**src/rtl/qspi_pkg.sv**
```systemverilog
// Shared types for the Quad-SPI transmit path: lane modes, engine states and
// per-mode helpers.
package qspi_pkg;

  localparam logic [1:0] LANE_SINGLE = 2'b00;
  localparam logic [1:0] LANE_DUAL   = 2'b01;
  localparam logic [1:0] LANE_QUAD   = 2'b10;

  localparam logic [3:0] OE_SINGLE = 4'b0001;
  localparam logic [3:0] OE_DUAL   = 4'b0011;
  localparam logic [3:0] OE_QUAD   = 4'b1111;

  typedef enum logic [2:0] {
    ST_IDLE,
    ST_LOAD,
    ST_SHIFT,
    ST_HOLD,
    ST_DONE
  } state_t;

  // Mode 11 is treated as single so the datapath only ever sees three modes.
  function automatic logic [1:0] lane_norm(input logic [1:0] mode);
    return (mode == 2'b11) ? LANE_SINGLE : mode;
  endfunction

  function automatic logic [3:0] oe_mask(input logic [1:0] mode);
    case (mode)
      LANE_DUAL: return OE_DUAL;
      LANE_QUAD: return OE_QUAD;
      default:   return OE_SINGLE;
    endcase
  endfunction

  // Rise count that closes a byte, modulo 8 (single mode wraps to 0 on its 8th rise).
  function automatic logic [2:0] rises_per_byte(input logic [1:0] mode);
    case (mode)
      LANE_DUAL: return 3'd4;
      LANE_QUAD: return 3'd2;
      default:   return 3'd0;
    endcase
  endfunction

endpackage

```
**src/rtl/qspi_sck_gen.sv**
```systemverilog
// SCK generator: low phase then high phase, each div+1 clk cycles; held low
// and cleared whenever disabled.
module qspi_sck_gen #(
  parameter int DIV_W = 8
) (
  input  logic             clk,
  input  logic             reset,
  input  logic             en,
  input  logic [DIV_W-1:0] div,
  output logic             sck,
  output logic             rise_stb,
  output logic             fall_stb
);

  logic [DIV_W-1:0] cnt_q;
  logic             sck_q;
  logic             wrap;

  assign wrap = (cnt_q == div);

  always_ff @(posedge clk) begin
    if (reset || !en) begin
      cnt_q <= '0;
      sck_q <= 1'b0;
    end else if (wrap) begin
      cnt_q <= '0;
      sck_q <= ~sck_q;
    end else begin
      cnt_q <= cnt_q + DIV_W'(1);
    end
  end

  assign sck      = sck_q;
  assign rise_stb = en && wrap && !sck_q;
  assign fall_stb = en && wrap && sck_q;

endmodule

```
**src/rtl/qspi_tx_engine.sv**
```systemverilog
// Quad-SPI transmit engine: pops bytes from a first-word-fall-through FIFO and
// shifts them MSB-first on 1, 2 or 4 lanes with SPI mode-0 SCK and CS_n.
module qspi_tx_engine
  import qspi_pkg::*;
#(
  parameter int DIV_W = 8,
  parameter int LEN_W = 9
) (
  input  logic             clk,
  input  logic             reset,
  input  logic             start,
  input  logic [LEN_W-1:0] xfer_len,
  input  logic [1:0]       lane_mode,
  input  logic [DIV_W-1:0] clk_div,
  input  logic             fifo_empty,
  input  logic [7:0]       fifo_data,
  output logic             fifo_rd_en,
  output logic             sck,
  output logic             cs_n,
  output logic [3:0]       io_out,
  output logic [3:0]       io_oe,
  output logic             busy,
  output logic             done,
  output logic             underrun
);

  state_t           state_q, state_d;
  logic [LEN_W-1:0] bytes_left_q;
  logic [1:0]       mode_q;
  logic [DIV_W-1:0] div_q;
  logic [DIV_W-1:0] hold_cnt_q;
  logic [7:0]       sr_q;
  logic [7:0]       sr_shift;
  logic [3:0]       lanes;
  logic [2:0]       beat_q;
  logic             sent_q;
  logic             underrun_q;
  logic             rise_stb;
  logic             fall_stb;
  logic             byte_end;

  qspi_sck_gen #(.DIV_W(DIV_W)) u_sck_gen (
    .clk      (clk),
    .reset    (reset),
    .en       (state_q == ST_SHIFT),
    .div      (div_q),
    .sck      (sck),
    .rise_stb (rise_stb),
    .fall_stb (fall_stb)
  );

  assign byte_end = fall_stb && (beat_q == rises_per_byte(mode_q));

  always_ff @(posedge clk) begin
    if (reset) state_q <= ST_IDLE;
    else       state_q <= state_d;
  end

  always_comb begin
    state_d = state_q;
    case (state_q)
      ST_IDLE:  if (start) state_d = (xfer_len != '0) ? ST_LOAD : ST_DONE;
      ST_LOAD:  if (!fifo_empty) state_d = ST_SHIFT;
      ST_SHIFT: if (byte_end) state_d = (bytes_left_q != '0) ? ST_LOAD : ST_HOLD;
      ST_HOLD:  if (hold_cnt_q == '0) state_d = ST_DONE;
      ST_DONE:  state_d = ST_IDLE;
      default:  state_d = ST_IDLE;
    endcase
  end

  always_comb begin
    sr_shift = sr_q << 1;
    lanes    = {3'b000, sr_q[7]};
    case (mode_q)
      LANE_DUAL: begin
        sr_shift = sr_q << 2;
        lanes    = {2'b00, sr_q[7:6]};
      end
      LANE_QUAD: begin
        sr_shift = sr_q << 4;
        lanes    = sr_q[7:4];
      end
      default: ;
    endcase
  end

  always_ff @(posedge clk) begin
    if (reset) begin
      bytes_left_q <= '0;
      mode_q       <= LANE_SINGLE;
      div_q        <= '0;
      hold_cnt_q   <= '0;
      sr_q         <= '0;
      beat_q       <= '0;
      sent_q       <= 1'b0;
      underrun_q   <= 1'b0;
    end else begin
      case (state_q)
        ST_IDLE: if (start) begin
          bytes_left_q <= xfer_len;
          mode_q       <= lane_norm(lane_mode);
          div_q        <= clk_div;
          sent_q       <= 1'b0;
          underrun_q   <= 1'b0;
        end
        ST_LOAD: if (!fifo_empty) begin
          sr_q   <= fifo_data;
          beat_q <= '0;
          sent_q <= 1'b1;
          if (bytes_left_q != '0) bytes_left_q <= bytes_left_q - LEN_W'(1);
        end else if (sent_q) begin
          underrun_q <= 1'b1;
        end
        ST_SHIFT: begin
          if (rise_stb) beat_q <= beat_q + 3'd1;
          if (fall_stb) sr_q <= sr_shift;
          if (byte_end) hold_cnt_q <= div_q;
        end
        ST_HOLD: if (hold_cnt_q != '0) hold_cnt_q <= hold_cnt_q - DIV_W'(1);
        default: ;
      endcase
    end
  end

  // Pop is gated by reset so an aborting reset cannot consume a byte.
  assign fifo_rd_en = !reset && (state_q == ST_LOAD) && !fifo_empty;
  assign busy       = (state_q == ST_LOAD) || (state_q == ST_SHIFT) || (state_q == ST_HOLD);
  assign cs_n       = !busy;
  assign done       = (state_q == ST_DONE);
  assign io_oe      = busy ? oe_mask(mode_q) : 4'b0000;
  assign io_out     = busy ? lanes : 4'b0000;
  assign underrun   = underrun_q;

endmodule
```
**config.mk**
```make
export PLATFORM = sky130hd
export DESIGN_NAME = qspi_tx_engine
export DESIGN_NICKNAME = d
export VERILOG_FILES = /design/src/rtl/qspi_pkg.sv /design/src/rtl/qspi_sck_gen.sv /design/src/rtl/qspi_tx_engine.sv
export SDC_FILE = /design/constraint.sdc
export NUM_CORES = 1
export LEC_CHECK = 0
export CAP_MARGIN = 20
export CORE_MARGIN = 5
export CORE_UTILIZATION = 28
export DETAILED_ROUTE_END_ITERATION = 8
export GPL_ROUTABILITY_DRIVEN = 0
export HOLD_SLACK_MARGIN = 0.1
export PLACE_DENSITY = 0.58
export SLEW_MARGIN = 20
export SYNTH_ARGS = -nofsm -noshare
export SYNTH_HDL_FRONTEND = slang
export SYNTH_SLANG_ARGS = --single-unit
```
**constraint.sdc**
```tcl
create_clock -name clk -period 2.45 [get_ports clk]
set_input_delay 0.49 -clock clk [delete_from_list [all_inputs] [get_ports clk]]
set_output_delay 0.49 -clock clk [all_outputs]
set_load 0.03 [all_outputs]
```
# [Word-level counts from Yosys, hierarchy flattened]
# Cells that the tools add are included.
[totals] reg_bits=52 input_bits=31
[op_classes] n_mux=33 n_reduce_logical=31 bitwise=1 n_eq_ne=19 addsub=4
[ops] op="$pmux W8 S2" count=3
[ops] op="$mux W8" count=4
[ops] op="$mux W9" count=3
[ops] op="$mux W3" count=7
[ops] op="$ne A2 B2 Y1 const B" count=10
[ops] op="$pmux W9 S2" count=1
[ops] op="$reduce_bool A9 Y1" count=2
[ops] op="$pmux W4 S2" count=2
[ops] op="$pmux W3 S2" count=2
[ops] op="$pmux W3 S4" count=1
[ops] op="$reduce_and A3 Y1" count=4
[ops] op="$reduce_and A4 Y1" count=3
[ops] op="$sub A9 B1 Y9 const B" count=1
[ops] op="$add A8 B1 Y8 const B" count=1
[ops] op="$eq A8 B8 Y1" count=1
[ops] op="$logic_not A8 Y1" count=1
[ops] op="$mux W4" count=2
[ops] op="$reduce_bool A8 Y1" count=1
[ops] op="$sub A8 B1 Y8 const B" count=1
[ops] op="$eq A3 B2 Y1 const B" count=2
[ops] op="$logic_and A1 B1 Y1" count=6
[ops] op="$reduce_bool A2 Y1" count=3
[ops] op="$logic_not A1 Y1" count=5
[ops] op="$eq A2 B2 Y1 const B" count=2
[ops] op="13 further kinds" count=20

# [Longest topological paths before layout]
# Gate-level depths: netlist (run 1).
[depth] depth_word=6 depth_mapped=9

# [By module]
# A second synthesis (run 1) with hierarchy kept.
[unflattened] cells_unflattened=383 hier_area_um2=3071.7
[modules_own_cells] mod="qspi_tx_engine" area_each_um2=2601.2 seq_area_each_um2=860.8 n_inst=1 cells_per_inst=333
[modules_own_cells] mod="qspi_sck_gen" area_each_um2=470.5 seq_area_each_um2=180.2 n_inst=1 cells_per_inst=50

# [Least setup slack after synthesis (run 1)]
# No wires, ideal clock.
[synth_timing] kind="register to output" startpoint="reg state_q[0]" endpoint="out io_out[0]" arrival_time_ns=2.420 t_required_ns=1.960 stages_incl_launch_ff=6 setup_slack_ns=-0.460 n_path_buf=1 cell_sequence="dfxtp_1 -> clkbuf_1 -> nor2_1 -> nor2_1 -> inv_1 -> a211oi_1"
[synth_via] elab_chain_cells=4
[synth_lines] element="from (decl)" line_no="qspi_tx_engine.sv:27" rtl="state_t state_q, state_d;"
[synth_lines] element="from (signal assigned)" line_no="qspi_tx_engine.sv:56" rtl="else state_q <= state_d;"
[synth_lines] element="$eq A3 B1 Y1 or $eq A3 B2 Y1 (tied branches)" line_no="qspi_tx_engine.sv:127" rtl="assign busy = (state_q == ST_LOAD) || (state_q == ST_SHIFT) || (state_q == ST_HOLD);"
[synth_lines] element="$logic_or A1 B1 Y1" line_no="qspi_tx_engine.sv:127"
[synth_lines] element="$logic_or A1 B1 Y1 *" line_no="qspi_tx_engine.sv:127"
[synth_lines] element="named net busy" line_no="qspi_tx_engine.sv:22" rtl="output logic busy,"
[synth_lines] element="$mux W4 *" line_no="qspi_tx_engine.sv:131" rtl="assign io_out = busy ? lanes : 4'b0000;"
[synth_lines] element="to (decl)" line_no="qspi_tx_engine.sv:20" rtl="output logic [3:0] io_out,"
# Mark *: on every way through the listed nets, which the timed path passes. The rest lies on a longest branch.

# [Final worst setup path (run 1)]
[layout_timing] startpoint="reg mode_q[0]" endpoint="out io_oe[1]"
[layout_via] elab_chain_cells=3
[layout_lines] element="from (decl)" line_no="qspi_tx_engine.sv:29" rtl="logic [1:0] mode_q;"
[layout_lines] element="from (signal assigned)" line_no="qspi_tx_engine.sv:101" rtl="mode_q <= lane_norm(lane_mode);"
[layout_lines] element="$eq A2 B2 Y1 or $eq A2 B1 Y1 (tied branches)" line_no="qspi_pkg.sv:27" rtl="case (mode)"
[layout_lines] element="$pmux W4 S2 *" line_no="qspi_pkg.sv:27"
[layout_lines] element="$mux W4 *" line_no="qspi_tx_engine.sv:130" rtl="assign io_oe = busy ? oe_mask(mode_q) : 4'b0000;"
[layout_lines] element="to (decl)" line_no="qspi_tx_engine.sv:21" rtl="output logic [3:0] io_oe,"
# Every way passes the cells marked *; elsewhere a longest branch is shown, timed or not.

==> results.md, run 1 <==
- Status: finished, final reports clean
- Post-CTS Hold Fix Bufs: 0
- TritonCTS Buffers: 5
- Starting Density: 28.7%
- Min cycle time layout: 2.32 ns
- Clk root buf: clkbuf_8
- Vias in the first global route: 2803
- Worst-margin pin slew: 0.491 ns
- CP max stage delay: 0.67 ns
- Avg Inst Size Synth: 7.86 um2
- Placeable Area: 10400 um2
- Max cap viols: 0
- Clock Tree Buf Depth: 2
- Synth Register Bits: 52
- DR iter-0 viols: 193
- Die W: 113 um
- Final Skew: 0.0131 ns
- Relative slew slack: 67.0%
- Total die area: 12800 um2
- Total Wirelength: 8200 um
- Adder-cell share of the synthesized area: 2.94%
- Hold slack: 0.486 ns
- TritonCTS clock tree: yes
- GRT Total Usage: 12.6%
- Largest net degree at the start of global routing: 29
- Die Ht: 113 um
- First-pass GRT wire length: 13500 um
- Worst path cell trace: inv_1, ha_2, nor2_1, clkdlybuf4s50_1
- Final period utilization: 94.7%
- Vias per cell: 5.30
- Clk Latency, worst-skew pair: 0.30 ns
- Asr flop ratio synth: 0%
- Critical Path Sink Type: primary output
- Post-CTS setup buffer count: 0
- Leak: 0.00141 uW
- Unique masters post-synth: 54
- Count of clock tree sinks: 52
- Crit start category: flip-flop
- Final setup fails: 0
- Synthesis-to-finish area growth: 27.0%
- EDFF count, synth: 0
- DP Wirelength: 6180 um
- Largest family of logic cells by synthesized area: simple AND/OR/NAND/NOR gates
- Final Hold Viols: 0
- Most frequent cells in the layout: 52 x dfxtp_1, 38 x nand2_1, 38 x clkdlybuf4s50_1
- Initial antenna violation count: 0
- Area of the multi-input gates: 1780 um2
- Post-synthesis compound-gate area fraction: 21.7%
- WP data required: 1.96 ns
- Max VDD drop: 0.000334 V
- Cell row count: 37
- CTS clk-pin slew, worst paths: 0.09 ns
- Pre-antenna DRT Iters: 4
- Top-Level Pins: 45
- Post-synthesis sequential area ratio: 34.9%
- Worst Hold Class: flip-flop to flip-flop
- Post-Syn Area: 2980 um2
- Worst Setup Path Type: flip-flop to primary output
- Share of post-route cells with drive strength above 1: 11.5%
- R2r worst-path depth: 6
- Hold Crit Depth: 2
- DR WL/cell: 14.6 um
- H-tree level count: 2
- Storage cell area: 1040 um2
- Setup TNS: 0 ns
- Ys Warns: 0
- Number of diodes: 0
- Total number of vias: 2972
- Gr ovfl total: 0
- Mux cell area share after synthesis: 0.714%
- Slowest-stage cell, CP: clkdlybuf4s50_1
- Commonest non-fill, non-tap cell in the layout: dfxtp_1
- Max-slew violation count: 0
- Max FO, Critical Path: 4
- Fin nets: 462
- Fill count: 1107
- Post-synthesis xor/xnor area fraction: 5.59%
- Highest Clock Rate: 431 MHz
- Port-buffer cells: 44
- Main synth FF type: dfxtp_1
- Antenna Violating Nets Remaining: 0
- Mapped Cells: 379
- Drt drc: 0
- RSZ-0062 raised after global routing: no
- Crit path arrival time: 1.83 ns
- Post-synthesis net count: 417
- Simple-gate share of the synthesized area: 28.3%
- P per Cell Area: 865 nW/um2
[layer usage]
layer	vias up	wire length, um	GRT usage, %
li1	1478	-	-
met1	1407	3790	16.2
met4	0	165	4.25
met5	-	0	0
met2	74	3880	21.3
met3	13	367	2.41
[per-stage QoR]
step	power [uW]	area [um2]	std cells	utilization (%)	setup slack [ns]
3_3_place_gp	2630	3640	553	35.1	0.137
5_1_grt	3500	3780	561	36.5	0.0347
4_1_cts	3300	3770	561	36.4	0.0302
3_5_place_dp	2640	3640	553	35.1	0.0992
6_report	3270	3780	561	36.5	0.129
2_1_floorplan	2130	2990	379	-	0.0684
[cell usage after synthesis (all sizes together) (5+ instances only)]
| library cell | instances | area [um2] |
|---|---|---|
| a221oi | 10 | 87.6 |
| clkbuf | 22 | 82.6 |
| or4 | 7 | 60.1 |
| nand2b | 5 | 31.3 |
| nand3 | 23 | 115 |
| xnor2 | 10 | 87.6 |
| nor4 | 7 | 43.8 |
| nor2 | 27 | 101 |
| ha | 7 | 87.6 |
| or3 | 8 | 50.1 |
| inv | 14 | 52.6 |
| o21ai | 14 | 70.1 |
| dfxtp | 52 | 1040 |
| nand2 | 38 | 143 |
| buf | 6 | 37.5 |
| a21oi | 31 | 159 |
| nand4 | 7 | 43.8 |
| xor2 | 9 | 78.8 |
| nor3 | 14 | 70.1 |
| a211oi | 8 | 60.1 |
[cells by family (layout without fill, tap and decap cells)]
kind of cell    Yosys count  in the layout
xor+xnor                 19             19
simple gates            161            161
fa+ha+maj                 7              7
compound gates           96             96
mux                       2              2
flops                    52             52
buf+inv                  42             88
[worst paths after layout]
| kind | startpoint | end | slack [ns] |
|---|---|---|---|
| hold / removal | mode_q[0] | mode_q[0] | 0.49 |
| setup / recovery | mode_q[0] | io_oe[1] | 0.13 |
| hold reg to reg | mode_q[0] | mode_q[0] | 0.49 |
| setup reg to reg | div_q[0] | hold_cnt_q[3] | 0.26 |
[where the power goes]
group	leakage [uW]	internal, uW	switching [uW]
clock	0.0000645	361	281
sequential	0.000423	985	142
combinational	0.000920	640	865
[repair_timing]
item	4_1_cts	5_1_grt
pin swaps	0	0
endpoints found under the setup margin	4	4
resized for setup	2	4
[registers in the layout, indices dropped and copies added (netlist names), 2 cells and up]
register / cells
bytes_left_q: 9
div_q: 8
hold_cnt_q: 8
sr_q: 8
u_sck_gen.cnt_q: 8
beat_q: 3
state_q: 3
mode_q: 2
[critical path, delay by kind of cell (launching register included)]
kind | cells | cell delay (ns)
buffers and inverters | 2 | 0.73
DFF | 1 | 0.37
adders and majority gates | 1 | 0.32
and+or+nand+nor | 1 | 0.11
[final cells by class]
| type | count | area share [%] |
|---|---|---|
| clock buffers | 7 | 2.55 |
| clock inverters | 1 | 0.794 |
| inverters | 14 | 1.39 |
| multi-input cells | 285 | 47.1 |
| flip-flops and latches | 52 | 27.5 |
| well taps | 136 | 4.50 |
| repair buffers | 66 | 16.1 |
(Power assumes the default switching activity.)
==> inputs of run 2 (changes only) <==
--- a/config.mk
+++ b/config.mk
@@ -16,3 +16,4 @@
 export SYNTH_ARGS = -nofsm -noshare
 export SYNTH_HDL_FRONTEND = slang
 export SYNTH_SLANG_ARGS = --single-unit
+export TNS_END_PERCENT = 1
==> results of run 2 <==
The final DEF is identical to that of run 1; final timing and power are the same.
==> inputs of run 3 (changes only) <==
==> constraint.sdc (replaced) <==
create_clock -name clk -period 2.45 [get_ports clk]
set_input_delay 0.49 -clock clk [delete_from_list [all_inputs] [get_ports clk]]
set_output_delay 0.49 -clock clk [all_outputs]
set_load 0.05 [all_outputs]
==> run 3 against run 2 <==
  * Global-route usage down 0.10 points
  * Non-clock buffer count down 3
  * First-iteration DRC count fell by 29%
  * Die area is the same
  * Count of clock-buffer cells in the layout shrank 2
  * Worst setup slack got worse by 0.020 ns
  * Sequential share of layout area shrank 0.085 points
==> results.md, run 3 (synthesis gave the netlist of run 1 again) <==
- Post-CTS Hold Fix Bufs: 0
- Min cycle time layout: 2.34 ns
- Post-CTS setup buffer count: 0
- Worst Hold Class: flip-flop to flip-flop
- Final setup fails: 0
- Count of clock tree sinks: 52
- Final Hold Viols: 0
- H-tree level count: 2
- Setup TNS: 0 ns
- RSZ-0062 raised after global routing: no
- Max FO, Critical Path: 9
- Starting Density: 28.7%
- Commonest non-fill, non-tap cell in the layout: dfxtp_1
- CP max stage delay: 0.47 ns
- Top delay family on crit path: compound AO/OA/AOI/OAI gates
- Pre-antenna DRT Iters: 4
- Total number of vias: 2923
- Final Skew: 0.00906 ns
- Slowest-stage cell, CP: a221oi_1
- Worst-margin pin slew: 0.548 ns
- Highest Clock Rate: 427 MHz
- Clock Tree Buf Depth: 2
- Port-buffer cells: 44
- Placeable Area: 10400 um2
- GRT Total Usage: 12.5%
- Die Ht: 113 um
- First-pass GRT wire length: 13400 um
- Worst Setup Path Type: flip-flop to primary output
- Vias in the first global route: 2799
- Clk Latency, worst-skew pair: 0.30 ns
- Largest net degree at the start of global routing: 41
- TritonCTS clock tree: yes
- WP data required: 1.96 ns
- Crit path arrival time: 1.85 ns
- Final period utilization: 95.6%
- Total Wirelength: 8020 um
- Gr ovfl total: 0
- Cell row count: 37
- Relative slew slack: 63.3%
- Max-slew violation count: 0
- CTS clk-pin slew, worst paths: 0.10 ns
- Core Util, Final: 36.6%
- Biggest register: bytes_left_q
- DR iter-0 viols: 137
- Synthesis-to-finish area growth: 27.6%
- Die W: 113 um
- Critical Path Sink Type: primary output
- Leak: 0.00135 uW
- Share of post-route cells with drive strength above 1: 13.3%
- Final instance area: 3800 um2
- DR WL/cell: 14.4 um
- Number of diodes: 0
- Vias per cell: 5.24
- TritonCTS Buffers: 5
- Drt drc: 0
- Max VDD drop: 0.000360 V
- Dpl cell area: 3690 um2
- Max cap viols: 0
- Top-Level Pins: 45
- Fill count: 1093
- DP Wirelength: 6130 um
- CP bufs+invs: 3
- Post-CTS sizing: 0
- P per Cell Area: 869 nW/um2
- Max reg flops: 9
- Status: finished, final reports clean
- Clk root buf: clkbuf_8
- Crit start category: flip-flop
- Worst path cell trace: inv_1, ha_1, buf_4, a221oi_1, a211oi_4, buf_12
- Fin nets: 459
- Initial antenna violation count: 0
- Total die area: 12800 um2
- Antenna Violating Nets Remaining: 0
- Most frequent cells in the layout: 51 x dfxtp_1, 38 x nand2_1, 32 x clkdlybuf4s50_1
run 3: cell count changes in the layout (fill, tap and decap cells not counted), sizes merged:
cell	delta
dlymetal6s2s	-3
clkdlybuf4s50	-6
buf	+6
clkbuf	-2
inv	-1
clkinv	+1
clkinvlp	+2
run 3: layout make-up:
cell class	count	area, um2	share of cell area, %
multi-input cells	285	1800	47.3
flip-flops and latches	52	1040	27.4
repair buffers	63	621	16.3
well taps	136	170	4.48
clock buffers	5	68.8	1.81
inverters	14	56.3	1.48
clock inverters	3	42.5	1.12
run 3: through the flow:
step                hold WS, ns  setup slack [ns]  std cells  total power, uW
finish                    0.482             0.109        558             3300
global route              0.516            0.0199        558             3540
CTS                       0.484           0.00415        558             3340
detailed placement        0.471            0.0804        550             2740
global placement          0.459            0.0962        550             2720
floorplan                 0.436            0.0236        379             2240
run 3: worst paths after layout:
path	start	endpoint	slack, ns	depth (start not counted)
hold / removal	hold_cnt_q[1]	hold_cnt_q[1]	0.48	2
setup / recovery	mode_q[0]	io_out[0]	0.11	6
hold reg to reg	hold_cnt_q[1]	hold_cnt_q[1]	0.48	2
setup reg to reg	div_q[2]	sr_q[3]	0.13	5
run 3: where the power goes:
part	switching (uW)	total, uW	internal, uW
combinational	924	1560	640
sequential	160	1150	986
clock	290	593	303
run 3: layer usage:
metal | global-route usage, % | up-vias | part of all wire (%)
met5 | 0 | - | 0
met4 | 2.56 | 0 | 0.85
met3 | 2.19 | 6 | 5.5
met2 | 21.6 | 71 | 48
met1 | 16.4 | 1365 | 46
li1 | - | 1481 | -
run 3: worst register-to-register path, stage by stage, from the launching register on:
cell     delay, ns
dfxtp_1       0.37
xor2_1        0.19
or4_4         0.53
or3_1         0.51
and2_0        0.34
o31ai_1       0.28
